`src/rtl/spi_ram_master.sv`:
```
// ---------------------------------------------------------------------------
// spi_ram_master
//
// Host-side SPI master (mode 0) for the SPI RAM slave. Each accepted host
// command becomes one SPI frame carrying the 10-bit word {op, data}, MSB first.
// Read-data frames (op 2'b11) then run TURN_CYCLES idle SCLK periods and
// clock eight more periods to capture the RAM byte from MISO.
//
// Frame sequence: IDLE -> SETUP -> TX -> (TURN -> RX, read-data only)
//                 -> HOLD -> GAP -> IDLE
//
// Parameters
//   CLK_DIV      SCLK half-period in clk cycles (>= 1)
//   TURN_CYCLES  idle SCLK periods between last MOSI bit and first MISO bit
//
// Ports
//   clk, rst_n   system clock, asynchronous active-low reset
//   cmd_valid    host command request
//   cmd_ready    high only in IDLE; accept = cmd_valid && cmd_ready
//   cmd_op       00 write-addr, 01 write-data, 10 read-addr, 11 read-data
//   cmd_data     address/data byte (shifted out for every op)
//   rsp_valid    one-cycle pulse when a read-data byte is available
//   rsp_data     last byte read, held until the next read-data completes
//   busy         inverse of cmd_ready
//   sclk         SPI clock, idle low
//   ss_n         slave select, active low
//   mosi         serial data to slave
//   miso         serial data from slave
// ---------------------------------------------------------------------------
module spi_ram_master #(
  parameter int CLK_DIV     = 2,
  parameter int TURN_CYCLES = 2
) (
  input  logic       clk,
  input  logic       rst_n,
  input  logic       cmd_valid,
  output logic       cmd_ready,
  input  logic [1:0] cmd_op,
  input  logic [7:0] cmd_data,
  output logic       rsp_valid,
  output logic [7:0] rsp_data,
  output logic       busy,
  output logic       sclk,
  output logic       ss_n,
  output logic       mosi,
  input  logic       miso
);

  localparam int DIV_W  = (CLK_DIV > 1) ? $clog2(CLK_DIV) : 1;
  localparam int PER_MAX = (TURN_CYCLES > 10) ? TURN_CYCLES : 10;
  localparam int PER_W  = $clog2(PER_MAX + 1);

  localparam logic [DIV_W-1:0] DIV_LAST  = DIV_W'(CLK_DIV - 1);
  localparam logic [PER_W-1:0] TX_LAST   = PER_W'(9);
  localparam logic [PER_W-1:0] RX_LAST   = PER_W'(7);
  // Only compared against while in TURN, which is skipped when TURN_CYCLES=0.
  localparam logic [PER_W-1:0] TURN_LAST = PER_W'(TURN_CYCLES - 1);

  typedef enum logic [2:0] {
    S_IDLE,
    S_SETUP,
    S_TX,
    S_TURN,
    S_RX,
    S_HOLD,
    S_GAP
  } state_e;

  state_e           state_q,     state_d;
  logic [DIV_W-1:0] div_q,       div_d;       // clk cycles within a phase
  logic [PER_W-1:0] per_q,       per_d;       // SCLK periods within a state
  logic [9:0]       shift_q,     shift_d;     // outgoing word, bit 9 on mosi
  logic [7:0]       rx_q,        rx_d;        // incoming byte
  logic             rd_op_q,     rd_op_d;     // frame is a read-data frame
  logic             sclk_q,      sclk_d;
  logic             ss_n_q,      ss_n_d;
  logic             mosi_q,      mosi_d;
  logic             rsp_valid_q, rsp_valid_d;
  logic [7:0]       rsp_data_q,  rsp_data_d;

  logic phase_end;

  assign phase_end = (div_q == DIV_LAST);

  // -------------------------------------------------------------------------
  // Next-state / output logic
  // -------------------------------------------------------------------------
  always_comb begin
    // NOTE: every signal written here gets a default first, so no path can
    // leave it unassigned and infer a latch.
    state_d     = state_q;
    div_d       = div_q + 1'b1;
    per_d       = per_q;
    shift_d     = shift_q;
    rx_d        = rx_q;
    rd_op_d     = rd_op_q;
    sclk_d      = sclk_q;
    ss_n_d      = ss_n_q;
    mosi_d      = mosi_q;
    rsp_valid_d = 1'b0;
    rsp_data_d  = rsp_data_q;

    unique case (state_q)
      S_IDLE: begin
        div_d = '0;
        if (cmd_valid) begin
          state_d = S_SETUP;
          shift_d = {cmd_op, cmd_data};
          rd_op_d = (cmd_op == 2'b11);
          per_d   = '0;
          ss_n_d  = 1'b0;
          sclk_d  = 1'b0;
          mosi_d  = cmd_op[1];
        end
      end

      S_SETUP: begin
        if (phase_end) begin
          div_d   = '0;
          state_d = S_TX;
          sclk_d  = 1'b1;
        end
      end

      S_TX: begin
        if (phase_end) begin
          div_d = '0;
          if (sclk_q) begin
            // Falling edge: present the next bit, or park mosi after bit 0.
            sclk_d = 1'b0;
            if (per_q == TX_LAST) begin
              mosi_d = 1'b0;
              // Write/addr frames finish bit 0's low phase in HOLD; read-data
              // frames finish it here and roll into TURN/RX.
              if (!rd_op_q) state_d = S_HOLD;
            end else begin
              mosi_d  = shift_q[8];
              shift_d = {shift_q[8:0], 1'b0};
            end
          end else begin
            sclk_d = 1'b1;
            if (per_q == TX_LAST) begin
              per_d   = '0;
              state_d = (TURN_CYCLES == 0) ? S_RX : S_TURN;
            end else begin
              per_d = per_q + 1'b1;
            end
          end
        end
      end

      S_TURN: begin
        if (phase_end) begin
          div_d  = '0;
          sclk_d = ~sclk_q;
          if (!sclk_q) begin
            if (per_q == TURN_LAST) begin
              per_d   = '0;
              state_d = S_RX;
            end else begin
              per_d = per_q + 1'b1;
            end
          end
        end
      end

      S_RX: begin
        if (phase_end) begin
          div_d = '0;
          if (sclk_q) begin
            sclk_d = 1'b0;
            // The last period's low phase is spent in HOLD.
            if (per_q == RX_LAST) state_d = S_HOLD;
          end else begin
            sclk_d = 1'b1;
            per_d  = per_q + 1'b1;
          end
        end
      end

      S_HOLD: begin
        if (phase_end) begin
          div_d   = '0;
          state_d = S_GAP;
          ss_n_d  = 1'b1;
          if (rd_op_q) begin
            rsp_valid_d = 1'b1;
            rsp_data_d  = rx_q;
          end
        end
      end

      S_GAP: begin
        if (phase_end) begin
          div_d   = '0;
          state_d = S_IDLE;
        end
      end

      default: begin
        state_d = S_IDLE;
        div_d   = '0;
        sclk_d  = 1'b0;
        ss_n_d  = 1'b1;
        mosi_d  = 1'b0;
      end
    endcase

    // MISO is captured in the cycle SCLK rises during RX.
    if (state_d == S_RX && !sclk_q && sclk_d) begin
      rx_d = {rx_q[6:0], miso};
    end
  end

  // -------------------------------------------------------------------------
  // State registers
  // -------------------------------------------------------------------------
  // NOTE: sequential state uses non-blocking assignments so every register
  // samples the values from before the clock edge.
  always_ff @(posedge clk or negedge rst_n) begin
    if (!rst_n) begin
      state_q     <= S_IDLE;
      div_q       <= '0;
      per_q       <= '0;
      shift_q     <= '0;
      rx_q        <= '0;
      rd_op_q     <= 1'b0;
      sclk_q      <= 1'b0;
      ss_n_q      <= 1'b1;
      mosi_q      <= 1'b0;
      rsp_valid_q <= 1'b0;
      rsp_data_q  <= '0;
    end else begin
      state_q     <= state_d;
      div_q       <= div_d;
      per_q       <= per_d;
      shift_q     <= shift_d;
      rx_q        <= rx_d;
      rd_op_q     <= rd_op_d;
      sclk_q      <= sclk_d;
      ss_n_q      <= ss_n_d;
      mosi_q      <= mosi_d;
      rsp_valid_q <= rsp_valid_d;
      rsp_data_q  <= rsp_data_d;
    end
  end

  assign cmd_ready = (state_q == S_IDLE);
  assign busy      = ~cmd_ready;
  assign sclk      = sclk_q;
  assign ss_n      = ss_n_q;
  assign mosi      = mosi_q;
  assign rsp_valid = rsp_valid_q;
  assign rsp_data  = rsp_data_q;

endmodule

```
`config.mk`:
```
export PLATFORM = sky130hd
export DESIGN_NAME = spi_ram_master
export DESIGN_NICKNAME = d
export VERILOG_FILES = /design/src/rtl/spi_ram_master.sv
export SDC_FILE = /design/constraint.sdc
export NUM_CORES = 1
export LEC_CHECK = 0
export ABC_AREA = 1
export BUFFER_PORTS_ARGS = -buffer_cell sky130_fd_sc_hd__buf_2
export CORE_ASPECT_RATIO = 1.4
export CORE_MARGIN = 4
export CORE_UTILIZATION = 50
export CTS_CLUSTER_SIZE = 25
export DETAILED_ROUTE_END_ITERATION = 8
export PLACE_DENSITY = 0.71
export REMOVE_ABC_BUFFERS = 1
export SETUP_SLACK_MARGIN = 0.02
export SYNTH_ARGS = -nofsm -noshare
export SYNTH_HDL_FRONTEND = slang
export SYNTH_SLANG_ARGS = --single-unit
```
`constraint.sdc`:
```
create_clock -name clk -period 2.8 [get_ports clk]
set_clock_uncertainty 0.2 [all_clocks]
set_input_delay 0.42 -clock clk [delete_from_list [all_inputs] [get_ports clk]]
set_output_delay 0.42 -clock clk [all_outputs]
set_load 0.05 [all_outputs]
```
==> impl_results.md, run 1 <==
- DP Area: 2150 um^2
- First-pass GRT wire length: 6930 um
- Crit end category: output port
- GRT Overall Usage: 18.2%
- Max Transition Viols Final: 0
- CP cell instances: nor2_1, nand2_2, inv_2, buf_2
- Maximum vdd drop: 727 uV
- CTS root buf: clkbuf_8
- Worst Path Required: 2.18 ns
- Pwr per Cell Area: 1080 nW/um^2
- Port Buffer Count: 27
- Final std cells w/o fill: 322
- Yosys top cell area share: 46.4%
- Hold Vio Cnt, Final: 0
- Fin area: 2250 um^2
- Fin nets: 296
- Vias: 1677
- Critical path peak fanout: 8
- Final setup fails: 0
- Drc violations: 0
- Vias in the first global route: 1586
- Slew @ Worst Pin: 0.845 ns
- Clock sink count: 38
- Final setup TNS: 0 ns
- Bufs on Longest Clock Path: 2
- Seq/Total Area, Yosys: 47.7%
- Distinct cells, synth: 28
- Row count: 26
- Drt first pass iters: 4
- Total power: 2420 uW
- CP delay by family, top: flip-flops
- Worst R2R Setup Slack: 0.83 ns
- Placed insts: 314
- Die W: 61.4 um
- Final worst slack: 0.626 ns
- Die Area: 5080 um^2
- Setup WS pre-CTS: 0.836 ns
- Routed WL: 4030 um
- Initial Utilization: 53.4%
- CORE AREA: 3740 um^2
- Clock slew at reported path FFs: 0.08 ns
- Area growth from synthesis to layout: 12.6%
- LEAKAGE: 0.00117 uW
- Worst Path Class, Setup: flip-flop to output port
- CTS tree: built
- Maximum capacitance violations: 0
- ANT cells: 0
- ANT nets after route: 0
- DR iter-0 viols: 77
- RSZ-0062 raised after global routing: no
- Count of boundary I/O pins: 28
- Final period util: 77.6%
- Clock H-tree levels: 2
- Largest cells by area after synthesis: dfrtp_1, nand2_1, o21ai_0, nand3_1, inv_1
- Largest net degree at the start of global routing: 39
- CP startpoint kind: flip-flop
- Synth Warn #: 0
- Post-Syn Area: 2000 um^2
- DR WL/cell: 12.5 um
- Fmax: 460 MHz
- Crit path buf inv count: 2
- Crit path DAT: 1.55 ns
- HP Class: primary input to asynchronous set/reset pin
- Hold_buf cts: 0
- Setup bufs post-CTS: 0
- Die H: 82.8 um
- Initial antenna violation count: 0
- Avg Inst Size Synth: 8.05 um^2
- Worst-skew pair later-pin latency: 0.29 ns
- Share of cells above drive strength 1: 23.6%
- Post_cts resized: 0
- DP HPWL: 2880 um
- Tmin final: 2.17 ns
- DR vias/cell: 5.21
- Slowest cell on crit path: dfrtp_1
- CP peak stage delay: 0.49 ns
- Slew headroom: 43.6%
- Status: complete, no violations
- Total CTS buffers: 5
- Total grt overflow: 0
- Synth Register Bits: 38
- Area leader, netlist: dfrtp_1
- Fill cell total of the finished layout: 344
- Cells after synthesis: 248
- Global placement routability congestion: 0.842
sequential cells by signal (all words and copies together) (netlist names):
name	count
shift_q	9
rsp_data	8
rx_q	8
per_q	4
state_q	3
div_q	1
mosi	1
rd_op_q	1
rsp_valid	1
sclk	1
ss_n	1
worst reg2reg max path, delay by kind of cell, from the launching register on:
| kind | cells | cell delay (ns) |
|---|---|---|
| flip-flops | 1 | 0.48 |
| buffers and inverters | 2 | 0.20 |
| AND/OR/NAND/NOR | 2 | 0.76 |
| AO/OA/AOI/OAI | 1 | 0.19 |
cells in the mapped netlist, drive strengths merged:
| cell | number |
|---|---|
| a21oi | 4 |
| buf | 5 |
| dfrtp | 37 |
| dfstp | 1 |
| ha | 3 |
| inv | 28 |
| nand2 | 71 |
| nand3 | 26 |
| nand3b | 2 |
| nand4 | 2 |
| nor2 | 21 |
| nor3 | 2 |
| nor4 | 1 |
| o211ai | 1 |
| o21ai | 34 |
| o22ai | 1 |
| or2 | 8 |
| xor2 | 1 |
metal layers:
metal  global-route usage, %  up-vias  routed length, um
li1                        -      862                  -
met1                    23.0      764               1830
met2                    28.8       41               1940
met3                    3.10       10                149
met4                    10.6        0                114
met5                       0        -                  0
power by group:
part / leakage, uW / internal, uW / switching, uW
sequential: 0.000498 / 718 / 148
clock: 0.0000472 / 198 / 200
combinational: 0.000626 / 340 / 814
placed cells by master (no fill, tap or decap), types with 3 or more instances in the layout:
cell type and n:
a21oi_1 3, buf_2 27, clkbuf_8 6, dfrtp_1 37, ha_1 3, inv_1 22, inv_2 5, nand2_1 64
nand2_2 5, nand3_1 25, nor2_1 19, o21ai_0 32, or2_2 8
final timing paths:
check / startpoint / to / cells after the start
setup / recovery: state_q[2] / cmd_ready / 4
hold / removal: rst_n / state_q[0] / 1
setup reg to reg: state_q[0] / rsp_data[5] / 5
hold reg to reg: ss_n / ss_n / 2
max in group asynchronous: rst_n / rx_q[6] / 1
min in group clk: cmd_data[0] / shift_q[0] / 3
kinds of logic after synthesis:
family | share of synthesized area [%]
fa+ha+maj | 1.88
buf+inv | 7.71
compound gates | 11.2
simple gates | 31.1
flops | 47.7
xor+xnor | 0.439
metrics by stage:
| stage | utilization [%] | hold slack [ns] |
|---|---|---|
| floorplan | - | -0.0756 |
| global placement | 57.6 | 0.252 |
| detailed placement | 57.6 | 0.253 |
| CTS | 60.1 | 0.0659 |
| global route | 60.1 | 0.0931 |
| finish | 60.1 | 0.0301 |
area by class of cell:
type,instances,area (um^2),share of cell area [%]
multi-input combinational,177,891,39.6
tap,42,52.6,2.34
timing repair buffer,29,150,6.68
clock inverter,2,12.5,0.556
clock buffer,6,82.6,3.67
sequential,38,952,42.3
inverter,28,108,4.79
(Power assumes the default switching activity.)
==> inputs of run 2 (changes only) <==
PLACE_DENSITY = 0.74   (was 0.71)
clock period = 1.8 ns   (was 2.8 ns; I/O delays follow)
==> run 2 against run 1 <==
  * Count of clock-buffer cells in the layout increased by 2
  * Highest routed layer unchanged
  * Critical endpoint is now rx_q[4]
  * Worst hold slack got worse by 0.0015 ns
  * First-iteration DRC count increased by 9.1%
  * Largest cell class unchanged
  * Final cell count increased by 7.1%
==> impl_results.md, run 2 (synthesis gave the netlist of run 1 again) <==
- Status: complete, no violations
- Maximum capacitance violations: 0
- Crit path DAT: 1.72 ns
- Hold Vio Cnt, Final: 0
- Routed WL: 4710 um
- Commonest non-fill, non-tap cell in the layout: nand2_1
- Clock H-tree levels: 2
- Worst-skew pair later-pin latency: 0.29 ns
- Top reg by flops: shift_q
- First-pass GRT wire length: 7530 um
- Maximum vdd drop: 1130 uV
- Total CTS buffers: 5
- Die W: 61.4 um
- CP cell instances: inv_4, buf_4, nand4_1, nor2_1, nand2_2, nand2_4, nand2_4, nand2_1, nand2_1
- Area growth from synthesis to layout: 25.2%
- LEAKAGE: 0.00129 uW
- CORE AREA: 3740 um^2
- Critical path peak fanout: 8
- Slowest cell on crit path: dfrtp_2
- Global placement routability congestion: 0.934
- HP Class: primary input to flip-flop
- Max reg flops: 9
- CTS root buf: clkbuf_8
- Slew @ Worst Pin: 0.489 ns
- Largest net degree at the start of global routing: 39
- Max Transition Viols Final: 0
- CTS tree: built
- CP startpoint kind: flip-flop
- Final period util: 96.6%
- Count of boundary I/O pins: 28
- Tmin final: 1.74 ns
- Slew headroom: 67.4%
- Fin nets: 319
- Worst hold slack: 0.0285 ns
- Final Util: 66.8%
- GRT Overall Usage: 19.7%
- DP HPWL: 3140 um
- Vias in the first global route: 1639
- DR iter-0 viols: 84
- CP peak stage delay: 0.46 ns
- Clock slew at reported path FFs: 0.08 ns
- Pwr per Cell Area: 1720 nW/um^2
- Row count: 26
- Die Area: 5080 um^2
- Worst Path Class, Setup: flip-flop to flip-flop
- DR WL/cell: 13.6 um
- Drt first pass iters: 4
- Fmax: 575 MHz
- Worst Path Required: 1.78 ns
- DR vias/cell: 5.31
- Initial Utilization: 53.4%
- Drc violations: 0
- Bufs on Longest Clock Path: 2
- Total grt overflow: 0
- Final setup fails: 0
- Port Buffer Count: 27
- Share of cells above drive strength 1: 34.0%
- Die H: 82.8 um
- RSZ-0062 raised after global routing: yes
- Initial antenna violation count: 0
- Vias: 1832
- ANT cells: 0
- Clock sink count: 38
- ANT nets after route: 0
- Crit end category: flip-flop
- Commonest non-fill, non-tap cells in the layout: nand2_1, dfrtp_1, o21ai_0, buf_2, nand3_1
[run 2: cell type report]
class                   count  area [um^2]
clock buffers               8         90.1
fillers                   312         1240
inverters                  28          108
multi-input cells         178          945
flip-flops and latches     38          958
well taps                  42         52.6
repair buffers             51          347
[run 2: where the power goes]
group          internal [uW]  total, uW  switching [uW]  leakage, uW
registers               1130       1310             189     0.000491
clock network            313        603             291    0.0000455
logic                    880       2390            1510     0.000753
[run 2: metrics by stage]
stage          setup TNS, ns  setup WS [ns]  instances  instance area, um^2  total power [uW]
6_report                   0         0.0615        345                 2500              4310
5_1_grt              -0.0511        -0.0227        345                 2500              4630
4_1_cts                    0         0.0203        339                 2410              4060
3_5_place_dp         -0.0154       -0.00818        329                 2280              3370
3_3_place_gp               0         0.0548        329                 2280              3340
2_1_floorplan          -3.46         -0.241        243                 1950              2730
[run 2: worst max-delay path: cells and delay by family, from the launching register on]
family	cells	cell delay (ns)
AND/OR/NAND/NOR	7	0.77
flip-flops	1	0.46
buffers and inverters	2	0.21
[run 2: final timing paths]
kind	cells after the start	endpoint	from	slack [ns]
max	9	rx_q[4]	state_q[2]	0.06
min	3	rd_op_q	cmd_op[0]	0.03
max reg2reg	9	rx_q[4]	state_q[2]	0.06
min reg2reg	2	ss_n	ss_n	0.26
max in group asynchronous	3	state_q[1]	rst_n	0.67
min in group asynchronous	3	rsp_data[0]	rst_n	0.36
[run 2: routing by layer]
layer | GRT usage, % | share of wire, % | up-vias
met5 | 0 | 0 | -
met4 | 6.16 | 2.3 | 0
met3 | 3.72 | 3.6 | 14
met2 | 33.2 | 52 | 41
met1 | 25.4 | 42 | 868
li1 | - | - | 909
[run 2: timing repair]
item | CTS | global route
setup endpoints to repair | 10 | 22
pin swaps | 2 | 9
resized for setup | 8 | 18
endpoints found under the hold margin | 37 | 0
buffers inserted | 1 | 5
gates cloned | 0 | 1
hold buffers | 1 | 0
